### src/rtl/dmem_sramlike_ctrl.sv
// CPU data-memory sequencer onto an sram-like req/addr_ok/data_ok bus, one access outstanding.
// Latency: 2-cycle minimum stall; holds mem_stall until data_ok and parks the load word while longest_stall.
module dmem_sramlike_ctrl #(
    parameter int ADDR_W = 32
) (
    input  logic              clk,
    input  logic              rst,
    input  logic              mem_en,
    input  logic              mem_wen,
    input  logic [1:0]        mem_size,
    input  logic [ADDR_W-1:0] mem_addr,
    input  logic [31:0]       mem_wdata,
    input  logic              longest_stall,
    output logic [31:0]       mem_rdata,
    output logic              mem_stall,
    output logic              addr_err,
    output logic              data_req,
    output logic              data_wr,
    output logic [1:0]        data_size,
    output logic [ADDR_W-1:0] data_addr,
    output logic [31:0]       data_wdata,
    output logic [3:0]        data_wstrb,
    input  logic              data_addr_ok,
    input  logic              data_data_ok,
    input  logic [31:0]       data_rdata
);

    typedef enum logic [1:0] {
        ST_IDLE = 2'd0,
        ST_ADDR = 2'd1,
        ST_DATA = 2'd2,
        ST_DONE = 2'd3
    } state_t;

    state_t             r_state;
    logic               r_req;
    logic               r_wr;
    logic [1:0]         r_size;
    logic [ADDR_W-1:0]  r_addr;
    logic [31:0]        r_wdata;
    logic [3:0]         r_wstrb;
    logic [31:0]        r_rdata;

    logic               w_idle;
    logic               w_misalign;
    logic               w_start;
    logic [3:0]         w_strb;
    logic [31:0]        w_wdata;

    assign w_idle = (r_state == ST_IDLE);

    // Size 3 is decoded as a word everywhere (size >= 2).
    always_comb begin
        w_misalign = 1'b0;
        if (mem_size == 2'd1)
            w_misalign = mem_addr[0];
        else if (mem_size[1])
            w_misalign = (mem_addr[1:0] != 2'b00);
    end

    assign addr_err  = w_idle & mem_en & w_misalign;
    assign w_start   = w_idle & mem_en & ~w_misalign;
    assign mem_stall = w_start | (r_state == ST_ADDR) | (r_state == ST_DATA);

    // Store-extension datapath: strobes and lane replication from the right-aligned store data.
    always_comb begin
        w_strb  = 4'b0000;
        w_wdata = 32'h0;
        if (mem_wen) begin
            case (mem_size)
                2'd0: begin
                    w_strb  = 4'b0001 << mem_addr[1:0];
                    w_wdata = {4{mem_wdata[7:0]}};
                end
                2'd1: begin
                    w_strb  = mem_addr[1] ? 4'b1100 : 4'b0011;
                    w_wdata = {2{mem_wdata[15:0]}};
                end
                default: begin
                    w_strb  = 4'b1111;
                    w_wdata = mem_wdata;
                end
            endcase
        end
    end

    always_ff @(posedge clk or posedge rst) begin
        if (rst) begin
            r_state <= ST_IDLE;
            r_req   <= 1'b0;
            r_wr    <= 1'b0;
            r_size  <= 2'd0;
            r_addr  <= '0;
            r_wdata <= 32'h0;
            r_wstrb <= 4'b0000;
            r_rdata <= 32'h0;
        end else begin
            case (r_state)
                ST_IDLE: begin
                    if (w_start) begin
                        r_state <= ST_ADDR;
                        r_req   <= 1'b1;
                        r_wr    <= mem_wen;
                        r_size  <= mem_size;
                        r_addr  <= mem_addr;
                        r_wdata <= w_wdata;
                        r_wstrb <= w_strb;
                    end
                end
                ST_ADDR: begin
                    // A data_ok without addr_ok here belongs to nothing we issued.
                    if (data_addr_ok) begin
                        r_req <= 1'b0;
                        if (data_data_ok) begin
                            r_state <= ST_DONE;
                            r_rdata <= data_rdata;
                        end else begin
                            r_state <= ST_DATA;
                        end
                    end
                end
                ST_DATA: begin
                    if (data_data_ok) begin
                        r_state <= ST_DONE;
                        r_rdata <= data_rdata;
                    end
                end
                ST_DONE: begin
                    // The instruction is still in MEM here, so mem_en must not relaunch it.
                    if (!longest_stall)
                        r_state <= ST_IDLE;
                end
                default: r_state <= ST_IDLE;
            endcase
        end
    end

    assign data_req   = r_req;
    assign data_wr    = r_wr;
    assign data_size  = r_size;
    assign data_addr  = r_addr;
    assign data_wdata = r_wdata;
    assign data_wstrb = r_wstrb;
    assign mem_rdata  = r_rdata;

endmodule

### config.mk
export PLATFORM = sky130hd
export DESIGN_NAME = dmem_sramlike_ctrl
export DESIGN_NICKNAME = d
export VERILOG_FILES = /design/src/rtl/dmem_sramlike_ctrl.sv
export SDC_FILE = /design/constraint.sdc
export NUM_CORES = 1
export LEC_CHECK = 0
export ABC_AREA = 1
export BUFFER_PORTS_ARGS = -buffer_cell sky130_fd_sc_hd__buf_2
export CORE_MARGIN = 2
export CORE_UTILIZATION = 40
export CTS_CLUSTER_SIZE = 12
export DETAILED_ROUTE_END_ITERATION = 7
export GPL_TIMING_DRIVEN = 0
export PLACE_DENSITY = 0.75
export SLEW_MARGIN = 15
export SYNTH_ARGS = -nofsm -noshare
export SYNTH_HDL_FRONTEND = slang
export SYNTH_SLANG_ARGS = --single-unit
### constraint.sdc
create_clock -name clk -period 3.42 [get_ports clk]
set_input_delay 0.342 -clock clk [delete_from_list [all_inputs] [get_ports clk]]
set_output_delay 0.342 -clock clk [all_outputs]
set_load 0.02 [all_outputs]
==> impl_metrics.env <==
export IMPL_status="finished with violations"
export IMPL_violations="hold timing"
export IMPL_postCtsSetupRepairBufs=0
export IMPL_fmaxAchievable_ghz=0.397
export IMPL_cp_buffers_inverters=5
export IMPL_gp_congestion=0.913
export IMPL_viasPerCell=4.81
export IMPL_critical_path_top_delay_family="buffers and inverters"
export IMPL_switchingPower_mw=2.43
export IMPL_period_share=0.737
export IMPL_avgSynthCellArea_um2=8.66
export IMPL_relSlewSlack=0.689
export IMPL_startpoint_type="register"
export IMPL_cts_sinks=106
export IMPL_period_minus_slack_ps=2520
export IMPL_whs_ps=-0.891
export IMPL_layout_drive_gt1_share=0.350
export IMPL_row_count=38
export IMPL_cpMaxStageDelayCell="dfrtp_1"
export IMPL_cts_resized=0
export IMPL_cts_hold_buffers=0
export IMPL_leakage_nw=3.50
export IMPL_end_kind="primary output"
export IMPL_worstSkewPairLatency_ps=340
export IMPL_area_growth_pct=33.2
export IMPL_drt_iter0_markers=211
export IMPL_power_frac_comb=0.453
export IMPL_fill_cells=1015
export IMPL_ys_seq_area_frac=0.581
export IMPL_syn_cell_area_um2=4560
export IMPL_cts_root_buf="clkbuf_16"
export IMPL_first_global_vias=4210
export IMPL_ios=211
export IMPL_grt_antenna_before_repair=0
export IMPL_clock_power_share=0.167
export IMPL_finalNetCount=858
export IMPL_slew_viol_final=0
export IMPL_yosys_register_bits=106
export IMPL_crit_fanout=10
export IMPL_worstMarginPinSlew_ps=465
export IMPL_power_mw=5.60
export IMPL_hold_violations=3
export IMPL_dpl_hpwl_mm=9.66
export IMPL_syn_nets=637
export IMPL_path_cells="inv_1 > ha_1 > nand2_1 > inv_1 > nand3_2 > buf_6 > buf_6 > nand3_1 > buf_2"
export IMPL_grt_max_degree=68
export IMPL_start_util=0.415
export IMPL_setup_viol=0
export IMPL_maxCapViolations=0
export IMPL_switching_share=0.434
export IMPL_portBuffers=209
export IMPL_netlist_cell_type_count=23
export IMPL_grtUsageTotal=0.203
export IMPL_ant_nets=0
export IMPL_worstSetupPathType="register to primary output"
export IMPL_hold_class="primary input to async pin"
export IMPL_die_width_um=111
export IMPL_cts_max_path_buffers=2
export IMPL_drt_wirelength_per_cell_um=14.1
export IMPL_slowest_delay_ps=430
export IMPL_route_detailed_drc=0
export IMPL_numCtsBuffers=9
export IMPL_clkSlewWorstSetupHoldPaths_ps=70
export IMPL_cp_required_ps=3080
export IMPL_synthCells=527
export IMPL_n_antenna_cell=0
export IMPL_clock_skew_ps=9.73
export IMPL_rsz0062_at_grt="no"
export IMPL_die_h_um=111
export IMPL_firstDrtPassIters=4
export IMPL_core_um2=11000
export IMPL_dieArea_um2=12300
export IMPL_grt_pass1_wl_mm=20.6
export IMPL_yosysWarningCount=0
export IMPL_p_per_area_nw_per_um2=922
export IMPL_cts_tree="done"
export IMPL_intPower_mw=3.17
export IMPL_drt_total_wl_mm=12.6
export IMPL_critPathArrivalTime_ps=2180
export IMPL_ir_drop_mv=0.502
export IMPL_htreeDepth=3
export IMPL_vias=4285
export IMPL_pwr_share_seq=0.381
export IMPL_globalRouteOverflowTotal=0
routing by layer:
| layer | vias to the layer above | part of all wire | global-route usage |
|---|---|---|---|
| met2 | 178 | 0.47 | 0.331 |
| li1 | 2115 | - | - |
| met1 | 1968 | 0.43 | 0.263 |
| met5 | - | 0 | 0 |
| met4 | 0 | 0.023 | 0.0825 |
| met3 | 24 | 0.077 | 0.0459 |
power by group through the flow:
| stage | registers, mW | clock network, mW | logic [mW] |
|---|---|---|---|
| after floorplan | 2.83 | 0 | 0.921 |
| after global placement | 2.12 | 0 | 2.49 |
| after detailed placement | 2.14 | 0 | 2.57 |
| after CTS | 2.13 | 0.967 | 2.57 |
| after global routing | 2.20 | 1.02 | 2.79 |
| final | 2.13 | 0.934 | 2.54 |
registers in the layout, indices dropped and copies added (netlist names):
register and flops:
data_addr 32, data_wstrb 4, data_wr 1, mem_rdata 32, data_wdata 32, r_state 2, data_size 2, data_req 1
Yosys cell counts (all sizes together):
cell type,n,share of area
nand3,44,0.050
a21oi,7,0.0085
o21ai,54,0.065
clkbuf,9,0.0074
ha,5,0.014
nand2,236,0.19
mux2i,1,0.0022
dfrtp,106,0.58
buf,19,0.029
o211ai,6,0.0099
inv,26,0.021
nor2,10,0.011
or2,3,0.0041
nor3,1,0.0011
cell type report:
| type | instances | area (um2) | share of cell area |
|---|---|---|---|
| buffer | 28 | 166 | 0.0274 |
| sequential | 106 | 2650 | 0.437 |
| inverter | 26 | 103 | 0.0169 |
| tap | 140 | 175 | 0.0288 |
| clock buffer | 11 | 243 | 0.0400 |
| timing repair buffer | 210 | 1070 | 0.177 |
| multi-input combinational | 367 | 1650 | 0.271 |
| clock inverter | 3 | 17.5 | 0.00288 |
stage by stage:
stage,setup TNS (ps),cell area (um2),worst slack [ps],instances,utilization
final,0,6080,898,891,0.553
after global routing,0,6080,707,891,0.553
after CTS,0,6080,833,891,0.553
after detailed placement,0,5820,1210,877,0.530
after global placement,-90980,5780,-865,876,0.527
after floorplan,0,4560,289,527,-
final timing paths:
kind	start	end	slack, ps	depth (start not counted)
worst max register to register	r_state[0]$_DFFE_PP0P_	data_addr[8]$_DFFE_PP0P_	1550	9
worst min register to register	mem_rdata[2]$_DFFE_PP0P_	mem_rdata[2]$_DFFE_PP0P_	460	2
worst min-delay path	rst	mem_rdata[10]$_DFFE_PP0P_	-0.9	2
worst max-delay path	r_state[0]$_DFFE_PP0P_	mem_stall	900	9
min in group clk	mem_addr[24]	data_addr[24]$_DFFE_PP0P_	200	3
max in group asynchronous	rst	data_wdata[21]$_DFFE_PP0P_	2770	3
layout by cell type, fill, tap and decap left out, types with 3 or more instances in the layout:
master and instances:
dfrtp_1 106, ha_1 5, o21ai_2 7, nand2_1 235, or2_2 3, inv_2 3, buf_6 6, o21ai_1 23
buf_2 222, a21oi_1 6, clkbuf_1 10, inv_1 22, o21ai_0 24, nor2_1 7, o211ai_1 6, clkbuf_16 9
nand3_1 42
worst reg2reg max path: stages (launching register included):
cell and delay, ps:
dfrtp_1 430, inv_1 140, ha_1 230, nand2_1 110
inv_1 110, nand3_2 220, buf_6 230, buf_6 140
nand2_1 60, nand2_1 70
logic make-up (layout without fill, tap and decap cells):
family / after synthesis / count (layout) / synth area share
adders and majority gates: 5 / 5 / 0.0137
and+or+nand+nor: 294 / 294 / 0.261
muxes: 1 / 1 / 0.00219
buffers and inverters: 54 / 278 / 0.0579
DFF: 106 / 106 / 0.581
AOI/OAI and AO/OA: 67 / 67 / 0.0834
No activity file was read; power rests on OpenSTA's default activity.
